==> config.mk <==
export PLATFORM = sky130hd
export DESIGN_NAME = exception_controller
export DESIGN_NICKNAME = d
export VERILOG_FILES = /design/src/rtl/exception_controller.sv
export SDC_FILE = /design/constraint.sdc
export NUM_CORES = 1
export LEC_CHECK = 0
export ABC_AREA = 1
export BUFFER_PORTS_ARGS = -buffer_cell sky130_fd_sc_hd__buf_2
export CAP_MARGIN = 20
export CORE_MARGIN = 2
export CORE_UTILIZATION = 35
export CTS_CLUSTER_DIAMETER = 150
export DETAILED_ROUTE_END_ITERATION = 16
export PLACE_DENSITY = 0.75
export SETUP_SLACK_MARGIN = 0.5
export SLEW_MARGIN = 20
export SYNTH_ARGS = -nofsm -noshare
export SYNTH_HDL_FRONTEND = slang
export SYNTH_SLANG_ARGS = --single-unit
export TNS_END_PERCENT = 5
==> constraint.sdc <==
create_clock -name clk -period 1.3 [get_ports clk]
set_input_delay 0.26 -clock clk [delete_from_list [all_inputs] [get_ports clk]]
set_output_delay 0.26 -clock clk [all_outputs]
set_load 0.05 [all_outputs]
==> src/rtl/exception_controller.sv <==
// rtl/exception_controller.sv - exception/interrupt arbiter that flushes, drains, then commits once to CP0.
// Define EXC_CTRL_STATS_EN to add saturating exc_count/int_count commit counters.
module exception_controller #(
  parameter int         NUM_HWINT    = 6,
  parameter int         FLUSH_CYCLES = 2,
  parameter int         SYNC_STAGES  = 2,
  parameter logic [4:0] CAUSE_ERET   = 5'd31
) (
  input  logic                 clk,
  input  logic                 reset,
  input  logic [3:0]           req_valid,
  input  logic [19:0]          req_cause,
  input  logic [127:0]         req_pc,
  input  logic                 m_valid,
  input  logic [31:0]          m_pc,
  input  logic [NUM_HWINT-1:0] hw_int,
  input  logic [NUM_HWINT-1:0] status_im,
  input  logic                 status_ie,
  input  logic                 status_exl,
  output logic                 cp0_exc,
  output logic [4:0]           cp0_cause,
  output logic [31:0]          cp0_pc,
  output logic [NUM_HWINT-1:0] cp0_ip,
  output logic [3:0]           flush,
  output logic                 stall,
  output logic                 busy
`ifdef EXC_CTRL_STATS_EN
  ,
  output logic [15:0]          exc_count,
  output logic [15:0]          int_count
`endif
);

  typedef enum logic [1:0] {IDLE, DRAIN, COMMIT} state_t;

  state_t               state_q;
  logic [3:0]           cnt_q;
  logic [4:0]           cap_cause_q;
  logic [31:0]          cap_pc_q;
  logic                 exc_q;
  logic [4:0]           cause_q;
  logic [31:0]          pc_q;
  logic [NUM_HWINT-1:0] sync_q [SYNC_STAGES];

  always_ff @(posedge clk or negedge reset) begin
    if (!reset) begin
      for (int i = 0; i < SYNC_STAGES; i++) sync_q[i] <= '0;
    end else begin
      sync_q[0] <= hw_int;
      for (int i = 1; i < SYNC_STAGES; i++) sync_q[i] <= sync_q[i-1];
    end
  end

  assign cp0_ip = sync_q[SYNC_STAGES-1];

  logic        int_take;
  logic        event_d;
  logic [4:0]  win_cause_d;
  logic [31:0] win_pc_d;
  logic [3:0]  win_flush_d;

  assign int_take = status_ie && !status_exl && ((cp0_ip & status_im) != '0) && m_valid;

  // Ascending scan so the oldest requesting stage overwrites younger ones.
  always_comb begin
    event_d     = 1'b0;
    win_cause_d = '0;
    win_pc_d    = '0;
    win_flush_d = '0;
    for (int i = 0; i < 4; i++) begin
      if (req_valid[i]) begin
        event_d     = 1'b1;
        win_cause_d = req_cause[i*5 +: 5];
        win_pc_d    = req_pc[i*32 +: 32];
        win_flush_d = 4'b1111 >> (3 - i);
      end
    end
    if (int_take) begin
      event_d     = 1'b1;
      win_cause_d = 5'd0;
      win_pc_d    = m_pc;
      win_flush_d = 4'b1111;
    end
  end

  logic accept;
  assign accept    = reset && (state_q == IDLE) && event_d;
  assign busy      = (state_q != IDLE);
  assign stall     = busy || accept;
  assign flush     = busy ? 4'b1111 : (accept ? win_flush_d : 4'b0000);
  assign cp0_exc   = exc_q;
  assign cp0_cause = cause_q;
  assign cp0_pc    = pc_q;

`ifdef EXC_CTRL_STATS_EN
  logic [15:0] exc_cnt_q;
  logic [15:0] int_cnt_q;
  assign exc_count = exc_cnt_q;
  assign int_count = int_cnt_q;
`endif

  always_ff @(posedge clk or negedge reset) begin
    if (!reset) begin
      state_q     <= IDLE;
      cnt_q       <= '0;
      cap_cause_q <= '0;
      cap_pc_q    <= '0;
      exc_q       <= 1'b0;
      cause_q     <= '0;
      pc_q        <= '0;
`ifdef EXC_CTRL_STATS_EN
      exc_cnt_q   <= '0;
      int_cnt_q   <= '0;
`endif
    end else begin
      case (state_q)
        IDLE: begin
          if (event_d) begin
            cap_cause_q <= win_cause_d;
            cap_pc_q    <= win_pc_d;
            cnt_q       <= 4'(FLUSH_CYCLES);
            state_q     <= DRAIN;
          end
        end
        DRAIN: begin
          if (cnt_q == 4'd1) begin
            state_q <= COMMIT;
            exc_q   <= 1'b1;
            cause_q <= cap_cause_q;
            pc_q    <= cap_pc_q;
          end else begin
            cnt_q <= cnt_q - 4'd1;
          end
        end
        COMMIT: begin
          state_q <= IDLE;
          exc_q   <= 1'b0;
          cause_q <= '0;
          pc_q    <= '0;
`ifdef EXC_CTRL_STATS_EN
          if (cap_cause_q != CAUSE_ERET) begin
            if (cap_cause_q == 5'd0) begin
              if (int_cnt_q != 16'hFFFF) int_cnt_q <= int_cnt_q + 16'd1;
            end else begin
              if (exc_cnt_q != 16'hFFFF) exc_cnt_q <= exc_cnt_q + 16'd1;
            end
          end
`endif
        end
        default: state_q <= IDLE;
      endcase
    end
  end

endmodule

==> results of run 1 <==
==> report_power, final <==
part	switching, mW	internal, mW	total (mW)
combinational	4.20	2.80	7.00
sequential	0.670	4.03	4.70
clock	1.11	1.75	2.86
==> worst max-delay path by stage <==
stage / start / to / depth (start not counted)
finish: cp0_ip[2]$_DFF_PN0_ / stall / 9
global route: cp0_ip[3]$_DFF_PN0_ / flush[1] / 9
CTS: cp0_ip[0]$_DFF_PN0_ / flush[1] / 9
detailed placement: m_valid / cap_pc_q[2]$_DFFE_PN0P_ / 11
global placement: m_valid / cap_pc_q[4]$_DFFE_PN0P_ / 11
floorplan: state_q[1]$_DFFE_PN0P_ / flush[2] / 5
==> cells by family (layout without fill, tap and decap cells) <==
logic type / count (synthesis) / in the layout / share of synthesized area
xor gates and xnor gates: 1 / 1 / 0.00169
AOI/OAI and AO/OA: 118 / 118 / 0.123
adders and majority gates: 2 / 2 / 0.00482
DFF: 93 / 93 / 0.448
and+or+nand+nor: 414 / 414 / 0.319
buffers and inverters: 101 / 388 / 0.103
==> metrics by stage <==
step | hold slack [ps] | setup TNS (ps) | total power, mW
after floorplan | -35.6 | -3470 | 8.72
after global placement | 333 | -20600 | 10.8
after detailed placement | 335 | -22990 | 10.9
after CTS | 16.3 | -19680 | 14.6
after global routing | 13.5 | -27540 | 15.5
final | 26.8 | -19690 | 14.6
==> critical path: stages, from the launching register on <==
cell,delay (ps)
dfrtp_1,390
nand2_1,80
nand2_2,50
nor2_2,120
nand2_2,80
nand2_4,100
nand2_4,70
nand2_4,90
o21ai_2,70
buf_6,150
==> final cells by class <==
| class | instances | area, µm² | area share |
|---|---|---|---|
| multi-input combinational | 535 | 2420 | 0.310 |
| clock buffer | 13 | 250 | 0.0320 |
| tap | 184 | 230 | 0.0294 |
| inverter | 52 | 204 | 0.0261 |
| clock inverter | 3 | 68.8 | 0.00880 |
| timing repair buffer | 320 | 2320 | 0.296 |
| sequential | 93 | 2330 | 0.298 |
==> layer usage <==
layer,GRT usage,up-vias,part of all wire
met5,0,-,0
met4,0.0782,0,0.022
met3,0.0340,26,0.064
met2,0.384,227,0.49
met1,0.276,2508,0.42
li1,-,2872,-
==> Yosys cell counts (all sizes together) (2+ instances only) <==
cell / n / area [µm²]
o21ai: 46 / 234
a21oi: 37 / 185
inv: 52 / 198
ha: 2 / 25.0
buf: 44 / 319
clkbuf: 5 / 18.8
or2: 4 / 25.0
dfrtp: 93 / 2330
nand3: 45 / 225
nand2: 311 / 1180
o22ai: 32 / 200
nor2: 52 / 208
==> state kept, by name, summed over array words and instances (netlist names) <==
| register | count |
|---|---|
| cap_pc_q | 32 |
| cp0_ip | 6 |
| cp0_exc | 1 |
| state_q | 2 |
| cp0_pc | 32 |
| cnt_q | 4 |
| cp0_cause | 5 |
| cap_cause_q | 5 |
| sync_q | 6 |
==> what timing repair did <==
item,4_1_cts,5_1_grt
pin swaps,7,9
resized for setup,114,20
endpoints found under the setup margin,131,131
buffers inserted,2,6
gates cloned,0,0
hold buffers,0,0
==> results summary, run 1 <==
The sink count of the clock tree is a little over 90. The post-synthesis average cell area came out at around 7.1 µm². The total of max-cap violations came out at 0. STA classifies the critical path endpoint as an output port. The root buffer cell chosen for the clock tree is clkbuf_16. When the netlist entered floorplanning its net count stood at 932.

After the flow finishes, the layout carries non-filler instances totaling 1200. The average vias per placed instance came out at roughly 4.7. The first-pass GRT wire length came out at 27700 µm. The via count of the routed design came out at 5633. After floorplanning, the core was divided into 44 placement rows. The worst setup path is of the flop to output port kind. 251 I/O pins were placed. Counting flops and latches in the post-synthesis netlist gives 93. The HPWL after detailed placement is approximately 13000 µm. The cell count after placement came out at roughly 1200.

The data arrival time at the worst-slack endpoint came out at roughly 1500 ps. The number of buffers inserted during clock tree synthesis came out at 9. Input and output buffers added on the ports amount to 250.

The cell area after technology mapping came out at ~5200 µm². The maximum level of the CTS H-tree came out at 3. The count of final max-slew check failures came out at 0.

The most used flip-flop cell after synthesis is dfrtp_1. The share of the cycle needed by the critical path after routing came out at 1.38. The floorplan core area came out at about 15000 µm². TritonCTS built the clock tree. The min-delay analysis places its worst path in the category input pin to flop. The register-to-register path setup slack came out at -350 ps. The number of nets in the final layout is roughly 1200. The checks that failed: setup timing. The clock tree buffer depth came out at 2. The post-route cell area is roughly 7800 µm². On the final layout, the worst clock skew is about 7.3 ps. The worst register-to-register path begins at cp0_ip[2]$_DFF_PN0_.

The pre-CTS setup slack is -434 ps. The width of the die is between 100 and 150 µm. The required arrival time at the worst endpoint came out at 1040 ps. The post-route core utilization came out at 0.538. The number of global-route vias before repair came out at approximately 5700. The async set-or-reset flop fraction in the synthesized netlist is 1.00. The worst pin sits at a relative slew slack of 0.664. The first routing iteration left 217 violations. The warning count from the yosys run came out at 0. The count of unresolved DRC violations after routing is 0. In the final layout, the share of cells above drive strength 1 is 0.364. The post-synthesis instance total is 729.

Along the worst path, the maximum fanout reaches 5. For hold timing, the worst endpoint is sync_q[11]$_DFF_PN0_. The post-synthesis to final-layout area growth is 50.6%. The remaining number of nets flagged by the antenna check after routing is 0. The capture point of the worst reg-to-reg path is cap_pc_q[19]$_DFFE_PN0P_. The mean routed wirelength per cell came out at about 14 µm.

The run finished, with violations left. The insertion delay of the later-clocked pin in the worst-skew pair came out at between 300 and 400 ps. The most common cell after layout, fill and taps aside is nand2_1. The worst hold path startpoint is hw_int[5]. For this design the ratio of total power to cell area is ~1900 nW/µm². The shortest period the worst path allows came out at around 1800 ps. In the layout the commonest cells are 295 x nand2_1, 199 x buf_2, 93 x dfrtp_1. The worst-case reg-to-reg path depth came out at 13. The worst setup path is launched from a flop.

The initial utilization of the core area, before any placement, comes to 0.357. The clock-pin slew on the worst setup and hold paths came out at 70 ps. Timing would allow up to 558 MHz.

The height of the die came out at between 100 and 150 µm. The floorplan step defined a die boundary enclosing 15800 µm². The first-pass iteration count of the detailed router came out at 4. Setup violations remaining at the end of the flow were counted as 85. The overall routing resource usage is 0.219. The area of placed instances is between 7000 and 8000 µm². The worst ir drop on vdd is 0.000844 V. The static leakage is around 4.2 nW. Entering global routing, the biggest net connects 94 pins.

The routability-driven placement congestion ratio came out at between 0.8 and 0.9. Along the worst hold path, the cell count comes to 1. The total grt overflow is 0. The total wirelength of the detailed-routed design is around 17000 µm. The worst setup margin is -491 ps. The antenna cell count came out at 0. The worst-margin pin slew is between 500 and 600 ps. Counting flops with a built-in enable in the synthesized netlist gives 0. The initial antenna violation count is 0. The layout has about 1400 filler cells. The sequential-to-total area share from yosys stat is 0.448.

Setup repair after global routing could not meet its margin everywhere. The number of hold violations in the final report is 0. Yosys mapped the design onto 29 distinct sky130hd cell types.
(Power assumes the default switching activity.)
==> run 2: changes to the inputs <==
Settings changed: REMOVE_ABC_BUFFERS set to 1.
==> run 2 against run 1 <==
The run still ends with setup timing left. Power decreased by 0.54%. Via count increased by 2.7%. Sequential power increased by 0.9%. Cell count decreased by 0.50%. Clock skew increased by 0.92 ps. Combinational power decreased by 0.9%. Clock-buffer cell count decreased by 2.
==> results summary, run 2 (synthesized netlist as in run 1, its figures left out) <==
The worst setup margin was -570 ps (-78.8 ps). The checks that failed: setup timing. The power consumption is 14.5 mW (-0.54%). The antenna cell count came to 0 (unchanged). The aggregate negative setup slack is -21140 ps (-1460 ps). The met2 capacity usage during global routing is 0.379 (-0.00509). The number of buffers inserted during clock tree synthesis was 9 (unchanged).

The number of nets in the final layout came out at 1209 (-0.41%). The number of hold violations in the final report is 0 (unchanged). The via count of the routed design came to 5784 (+2.7%).

The total of max-cap violations is 0 (unchanged). The flow ran to the end, but the final reports show violations. The share of final-layout standard cells stronger than drive strength 1 is 0.365 (+0.00117).

The clock tree buffer depth came out at 2 (unchanged). The launching element type of the critical path is a flop. The final worst clock skew came to 8.21 ps (+0.918 ps). The number of global-route vias before repair came out at 5352 (-5.6%). The library cell used most frequently in the layout, excluding fill and tap cells, is nand2_1. In the layout the commonest cells are 294 x nand2_1, 200 x buf_2, 93 x dfrtp_1. The overall routing resource usage is 0.210 (-0.00940). The worst ir drop on vdd was 0.00107 V (+26%). The worst-margin pin slew is 579 ps (+74.5 ps). The layer flagged by global routing as most heavily used is met2. The detailed-placement wirelength estimate is 12600 µm (-2.7%). The mean routed wirelength per cell came to 14.6 µm (+0.95%). The total grt overflow came to 0 (unchanged).

The worst setup path is of the flop to output port kind. The highest achievable clock rate was 535 MHz (-4.2%). The average vias per placed instance came to 4.84 (+3.2%).

The maximum level of the CTS H-tree is 3 (unchanged). The total of endpoints with negative setup slack in the final report came to 85 (unchanged). The count of final max-slew check failures is 0 (unchanged).

The sink count of the clock tree came to 93 (unchanged). Setup repair after global routing could not meet its margin everywhere. The pre-CTS setup slack is -299 ps (+134 ps).

The count of unresolved DRC violations after routing came out at 0 (unchanged). The share of the cycle needed by the critical path after routing is 1.44 (+0.0606). The clock-pin slew on the worst setup and hold paths was 70 ps (about the same). The areal power density over the cells came out at 1860 nW/µm² (about the same). The number of violations reported at the end of detailed-routing iteration 0 is 349 (+61%). The insertion delay of the later-clocked pin in the worst-skew pair is 330 ps (about the same). The minimum hold slack is 26.7 ps (-0.150 ps). The largest net degree at the start of global routing is 45 (-52%).

The library cell used as clock root buffer is clkbuf_16. The starting density of the core came to 0.357 (unchanged). The width of the die was 126 µm (unchanged). The number of top-level pins came out at 251 (unchanged). The number of standard cells in the layout, taps in and fillers out is 1194 (-0.50%). The data arrival time at the worst-slack endpoint is 1610 ps (+80 ps). The static leakage was 4.14 nW (-0.48%). TritonCTS built the clock tree. The initial antenna violation count was 1 (+1).

The die outline area came out at 15800 µm² (unchanged). The cell count after placement is 1167 (-0.77%). The total wirelength of the detailed-routed design is 17400 µm (+0.45%). The remaining number of nets flagged by the antenna check after routing was 0 (unchanged). The first-pass GRT wire length was 26800 µm (-3.2%). The post-synthesis to final-layout area growth came out at 49.7%.

STA classifies the critical path endpoint as an output port. The shortest period the worst path allows came out at 1870 ps (+78.8 ps). The relative slew slack is 0.614 (-0.0497). The global-route met3 utilization came out at 0.0446 (+0.0106).

The maximum net fanout on the critical path came out at 3 (-2). The required arrival time at the worst endpoint came out at 1040 ps (about the same). The min-delay analysis places its worst path in the category input pin to flop.

The first-pass iteration count of the detailed router is 5 (+1). The number of placement rows was 44 (unchanged). The number of buffer cells added on primary ports came to 250 (unchanged). The filler cell count is 1379 (-2.5%). The height of the die is 126 µm (unchanged).

The floorplan core area came out at 14500 µm² (unchanged). The global routing usage on met1 came to 0.257 (-0.0190). The routability-driven placement congestion ratio came out at 0.818 (about the same).
## run 2: path summary, 6_finish.rpt
kind / startpoint / endpoint / slack, ps / cells after the start
min in group asynchronous: reset / cp0_ip[4]$_DFF_PN0_ / 150 / 3
min reg2reg: sync_q[7]$_DFF_PN0_ / cp0_ip[1]$_DFF_PN0_ / 350 / 0
max in group asynchronous: reset / cap_pc_q[18]$_DFFE_PN0P_ / 710 / 3
min: hw_int[2] / sync_q[8]$_DFF_PN0_ / 30 / 1
max: cp0_ip[3]$_DFF_PN0_ / flush[3] / -570 / 10
max reg2reg: cp0_ip[3]$_DFF_PN0_ / cnt_q[1]$_DFFE_PN0P_ / -450 / 14
## run 2: critical path: stages, from the launching register on
cell,delay (ps)
dfrtp_1,390
nand2_1,80
nand2_2,60
nor2_2,110
nand2_2,100
nand2_4,100
buf_6,110
nand2_2,50
nand3_2,60
nand2_1,60
buf_6,150
## run 2: repair_timing
| action | 4_1_cts | 5_1_grt |
|---|---|---|
| setup endpoints to repair | 131 | 139 |
| buffers inserted | 6 | 5 |
| hold endpoints to repair | 8 | 0 |
| resized for setup | 119 | 54 |
| hold buffers | 1 | 0 |
| pin swaps | 13 | 15 |
## run 2: layout make-up
cell class,instances,area [µm²],share of cell area
well taps,184,230,0.0296
inverters,52,210,0.0270
clock buffers,11,243,0.0312
repair buffers,315,2240,0.288
multi-input cells,535,2450,0.316
flip-flops and latches,93,2330,0.299
clock inverters,4,72.6,0.00933
## run 2: routing by layer
metal / routed length (µm) / vias up / share of wire
li1: - / 2867 / -
met1: 7170 / 2650 / 0.41
met2: 8700 / 234 / 0.50
met3: 1190 / 31 / 0.068
met4: 328 / 2 / 0.019
met5: 13 / - / 0.00075
## run 2: where the power goes
group	switching, mW	internal [mW]
Combinational	4.23	2.71
Sequential	0.710	4.03
Clock	1.07	1.72
## run 2: per-stage QoR
stage / instance area, µm² / util
after CTS: 7600 / 0.523
after detailed placement: 6870 / 0.473
final: 7780 / 0.535
after global placement: 6870 / 0.473
after global routing: 7780 / 0.535
after floorplan: 4860 / -
